## src/rtl/mod461_chunk_reduce_ctrl.sv

```systemverilog
// Reduces a wide operand modulo MOD by feeding one chunk per cycle to an external
// residue LUT bank and accumulating the returned residues with a single conditional subtract.
module mod461_chunk_reduce_ctrl #(
  parameter int N_BITS = 300,
  parameter int CHUNK  = 6,
  parameter int MOD    = 461,
  parameter int RW     = 9,
  parameter int NCH    = (N_BITS + CHUNK - 1) / CHUNK,
  parameter int IW     = $clog2(NCH)
) (
  input  logic              clk,
  input  logic              rst,
  input  logic              in_valid,
  output logic              in_ready,
  input  logic [N_BITS-1:0] in_data,
  output logic [IW-1:0]     lut_sel,
  output logic [CHUNK-1:0]  lut_in,
  input  logic [RW-1:0]     lut_out,
  output logic              out_valid,
  input  logic              out_ready,
  output logic [RW-1:0]     out_data,
  output logic              out_err
);

  localparam int          PW    = NCH * CHUNK;
  localparam logic [RW:0] MOD_W = (RW + 1)'(MOD);

  typedef enum logic [1:0] {IDLE, RUN, DONE} state_t;

  state_t          state, state_nxt;
  logic [PW-1:0]   op;
  logic [RW-1:0]   acc, acc_nxt, res;
  logic [IW-1:0]   idx;
  logic            err;
  logic [RW:0]     sum;
  logic            last;

  assign last = (idx == IW'(NCH - 1));

  // NOTE: sequential state uses non-blocking assignments so every register samples pre-edge values.
  always_ff @(posedge clk) begin
    if (rst) state <= IDLE;
    else     state <= state_nxt;
  end

  // NOTE: every output of this block gets a default first, so no path can infer a latch.
  always_comb begin
    state_nxt = state;
    in_ready  = 1'b0;
    out_valid = 1'b0;
    lut_sel   = '0;
    lut_in    = '0;
    case (state)
      IDLE: begin
        in_ready = 1'b1;
        if (in_valid) state_nxt = RUN;
      end
      RUN: begin
        lut_sel = idx;
        lut_in  = op[int'(idx) * CHUNK +: CHUNK];
        if (last) state_nxt = DONE;
      end
      DONE: begin
        out_valid = 1'b1;
        if (out_ready) state_nxt = IDLE;
      end
      default: state_nxt = IDLE;
    endcase
  end

  // The sum keeps its carry bit so an out-of-range LUT value still compares correctly.
  always_comb begin
    sum     = {1'b0, acc} + {1'b0, lut_out};
    acc_nxt = (sum >= MOD_W) ? RW'(sum - MOD_W) : RW'(sum);
  end

  // NOTE: the operand register has no reset; it is always reloaded before it is read.
  always_ff @(posedge clk) begin
    if (state == IDLE && in_valid) op <= PW'(in_data);
  end

  always_ff @(posedge clk) begin
    if (rst) begin
      acc <= '0;
      idx <= '0;
      err <= 1'b0;
      res <= '0;
    end else begin
      case (state)
        IDLE: if (in_valid) begin
          acc <= '0;
          idx <= '0;
          err <= 1'b0;
        end
        RUN: begin
          acc <= acc_nxt;
          idx <= idx + 1'b1;
          if ({1'b0, lut_out} >= MOD_W) err <= 1'b1;
          if (last) res <= acc_nxt;
        end
        default: ;
      endcase
    end
  end

  // Result and flag stay in their registers after the handshake until the next operand.
  assign out_data = res;
  assign out_err  = err;

endmodule

```

## config.mk

```make
export PLATFORM = sky130hd
export DESIGN_NAME = mod461_chunk_reduce_ctrl
export DESIGN_NICKNAME = d
export VERILOG_FILES = /design/src/rtl/mod461_chunk_reduce_ctrl.sv
export SDC_FILE = /design/constraint.sdc
export NUM_CORES = 1
export LEC_CHECK = 0
export CAP_MARGIN = 30
export CELL_PAD_IN_SITES_DETAIL_PLACEMENT = 0
export CELL_PAD_IN_SITES_GLOBAL_PLACEMENT = 1
export CORE_MARGIN = 4
export CORE_UTILIZATION = 37
export CTS_CLUSTER_DIAMETER = 100
export DETAILED_ROUTE_END_ITERATION = 6
export PLACE_DENSITY = 0.85
export RECOVER_POWER = 50
export SETUP_SLACK_MARGIN = 0.4
export SYNTH_ARGS = -nofsm -noshare
export SYNTH_HDL_FRONTEND = slang
export SYNTH_SLANG_ARGS = --single-unit
```

## constraint.sdc

```tcl
create_clock -name clk -period 7.5 [get_ports clk]
set_input_delay 0.75 -clock clk [delete_from_list [all_inputs] [get_ports clk]]
set_output_delay 0.75 -clock clk [all_outputs]
set_load 0.005 [all_outputs]
```

==> flow_metrics.env <==
export IMPL_run_status="finished, final reports clean"
export IMPL_clock_sinks=327
export IMPL_synthCells=726
export IMPL_finalHoldViolCount=0
export IMPL_synth_cell_types=66
export IMPL_cts_resized=0
export IMPL_required_ps=6750
export IMPL_drt_wl_total_um=35200
export IMPL_ys_ff_latch=327
export IMPL_synth_mux_area_share_pct=16.2
export IMPL_cp_common_cell="mux4_2"
export IMPL_powerDensity_nw_per_um2=235
export IMPL_p_leak_nw=6.16
export IMPL_maxSlewViolCount=0
export IMPL_hold_end="acc[8]"
export IMPL_drt_wirelength_per_cell_um=22.6
export IMPL_dp_slack_ps=2870
export IMPL_cts_tree="done"
export IMPL_crit_type="reg2out"
export IMPL_worstSkewPairLatency_ps=510
export IMPL_end_kind="output pin"
export IMPL_synth_adder_area_share_pct=1.35
export IMPL_path_cells="buf_16 > buf_4 > mux4_2 > mux4_2 > inv_1 > o22ai_1 > a21oi_1 > nor2_1 > clkdlybuf4s50_1"
export IMPL_synth_nets=1053
export IMPL_rsz0062_at_grt="no"
export IMPL_met2_usage_pct=29.9
export IMPL_synth_area_um2=13500
export IMPL_cts_hold_buf=0
export IMPL_synth_edf_count=300
export IMPL_cp_slowest_cell="buf_4"
export IMPL_synth_seq_area_share_pct=70.6
export IMPL_core_area_um2=35800
export IMPL_holdCritStartpoint="acc[8]"
export IMPL_r2r_start="state[0]"
export IMPL_finalNetCount=1391
export IMPL_dieArea_um2=39700
export IMPL_cts_made_buffers=35
export IMPL_grt_max_degree=165
export IMPL_hold_path_class="reg2reg"
export IMPL_period_share_pct=63.0
export IMPL_cts_setup_buffers=0
export IMPL_synth_area_leader_cell="edfxtp_1"
export IMPL_rows=69
export IMPL_hpwl_um=25400
export IMPL_dr_pass1_iters=4
export IMPL_grt_usage_pct=17.3
export IMPL_gr_total_overflow=0
export IMPL_critPathArrivalTime_ps=3970
export IMPL_portBuffers=336
export IMPL_ir_drop_mv=0.197
export IMPL_avgSynthCellArea_um2=18.6
export IMPL_grt_pass1_wl_um=51400
export IMPL_cp_start_kind="flip-flop"
export IMPL_setup_viol_count_final=0
export IMPL_place_congestion=0.841
export IMPL_grt_busiest_layer="met2"
export IMPL_power_w=0.00433
export IMPL_cp_max_fo=42
export IMPL_synthDominantCellAreaShare_pct=66.6
export IMPL_clockRootBuffer="clkbuf_16"
export IMPL_crit_family="buffers and inverters"
export IMPL_fin_crit_ps=4720
export IMPL_ant_nets=0
export IMPL_ys_async_sr_fraction_pct=0
export IMPL_clk_path_buf_depth=3
export IMPL_worst_path_buf_inv=4
export IMPL_r2r_slack_ps=3860
export IMPL_synth_top_family_by_area="multiplexers"
export IMPL_worst_pin_slew_ps=1410
export IMPL_tns_ps=0
export IMPL_viasPerCell=5.20
export IMPL_ioPinCount=337
export IMPL_synthToLayoutAreaGrowth_pct=36.4
export IMPL_yosys_area_share_simple_pct=4.26
export IMPL_relSlewSlack_pct=5.51
export IMPL_worstHoldPathCells=2
export IMPL_grtUsageMet1_pct=22.0
export IMPL_use_met3_pct=4.40
export IMPL_start_util_pct=37.7
export IMPL_htree_levels=2
export IMPL_drc=0
export IMPL_max_cap_viol_count=0
export IMPL_yosysWarnings=0
export IMPL_die_w_um=199
export IMPL_drtIter0Drc=658
export IMPL_fmax_mhz=212
export IMPL_grt_pass1_vias=8632
export IMPL_slowest_delay_ps=640
export IMPL_ys_top_cells_by_area="edfxtp_1 67%, mux4_2 15%, dfxtp_1 4.0%"
export IMPL_ys_flop_type="edfxtp_1"
export IMPL_fin_hold_ws_ps=471
export IMPL_synth_compound_area_share_pct=5.14
export IMPL_clkTransAtPathRegs_ps=60
export IMPL_nFillCells=2872
export IMPL_drive_above_1_share_pct=15.1
export IMPL_dieHeight_um=199
export IMPL_layout_setup_ws_ps=2780
export IMPL_num_vias=8113
export IMPL_worstRegToRegCells=5
export IMPL_antenna_found_initial=14
export IMPL_r2r_end="op[155]"
export IMPL_skew_ps=14.6
export IMPL_yosys_area_share_xor_xnor_pct=0.564
==> logic make-up (layout without fill, tap and decap cells) <==
group | count (synthesis) | count (layout)
AOI/OAI and AO/OA | 96 | 96
xor gates and xnor gates | 7 | 7
adders and majority gates | 14 | 14
buffers and inverters | 58 | 419
DFF | 327 | 327
muxes | 106 | 106
other | 0 | 12
and+or+nand+nor | 118 | 118
==> routing by layer <==
layer,part of all wire [%],wire length [um],up-vias
met5,0.14,49,-
met4,2.2,764,10
met3,7.2,2550,57
met2,52,18200,299
met1,39,13600,4073
li1,-,-,3674
==> sequential cells by signal (all words and copies together) (netlist names) <==
| name | cells |
|---|---|
| op | 300 |
| state | 2 |
| out_err | 1 |
| idx | 6 |
| out_data | 9 |
| acc | 9 |
==> area by class of cell <==
type,instances,area (um^2),share of cell area (%)
Clock buffer,41,898,4.87
Sequential cell,327,9560,51.8
Tap cell,461,577,3.13
Clock inverter,19,134,0.726
Timing Repair Buffer,344,3470,18.8
Antenna cell,12,30.0,0.163
Inverter,15,57.6,0.312
Multi-Input combinational cell,341,3720,20.2
==> worst max-delay path by stage <==
stage,start,to,slack (ps),cells after the start
2_1_floorplan,in_valid,op[0],1720,2
3_3_place_gp,idx[0],lut_in[5],2930,8
3_5_place_dp,idx[0],lut_in[5],2870,8
5_1_grt,idx[0],lut_in[2],2470,9
6_report,idx[0],lut_in[2],2780,9
4_1_cts,idx[0],lut_in[2],2330,8
==> power by group <==
group	switching (W)	internal (W)	total [W]
sequential	0.0000371	0.00213	0.00216
combinational	0.000291	0.000289	0.000580
clock	0.000690	0.000895	0.00159
==> Yosys cell counts, types with 3 or more instances <==
cell / n
dfxtp_1: 27
nor2_1: 49
a21oi_1: 19
nand4_1: 11
inv_1: 15
mux2i_1: 14
nor3b_1: 4
o211ai_1: 3
a22oi_1: 4
o21ai_0: 14
mux4_2: 90
o22ai_1: 6
a211oi_1: 7
nand2_1: 15
edfxtp_1: 300
buf_1: 7
a21o_1: 7
buf_2: 13
nor2b_1: 3
nand3_1: 8
xor2_1: 3
nor3_1: 8
o21a_1: 3
buf_4: 3
a31oi_1: 6
clkbuf_1: 18
ha_1: 13
and2_1: 5
nand2b_1: 3
==> cell usage in the layout (no fill, tap or decap), drive strengths merged, types with 3 or more instances in the layout <==
cell type	count
a211oi	7
a21o	7
a21oi	19
a22oi	4
a31oi	7
and2	6
buf	8
clkbuf	41
clkdlybuf4s50	32
clkinv	12
clkinvlp	3
dfxtp	27
diode	12
dlygate4sd3	304
edfxtp	300
ha	13
inv	18
mux2i	14
mux4	90
nand2	15
nand2b	3
nand3	8
nand4	11
nor2	49
nor2b	3
nor3	8
nor3b	4
o211ai	4
o21a	3
o21ai	15
o22ai	7
or2	4
xnor2	3
xor2	4
==> through the flow <==
stage / instance area [um^2] / util [%] / cells
6_report: 18400 / 51.5 / 1560
5_1_grt: 18400 / 51.5 / 1556
4_1_cts: 18400 / 51.3 / 1547
3_5_place_dp: 17400 / 48.4 / 1487
3_3_place_gp: 17300 / 48.4 / 1486
2_1_floorplan: 13500 / - / 726
==> worst min-delay path: cells and delay by family, from the launching register on <==
kind / cells / cell delay, ps
AND/OR/NAND/NOR: 1 / 50
AO/OA/AOI/OAI: 1 / 60
flip-flops: 1 / 330
(Power assumes the default switching activity.)
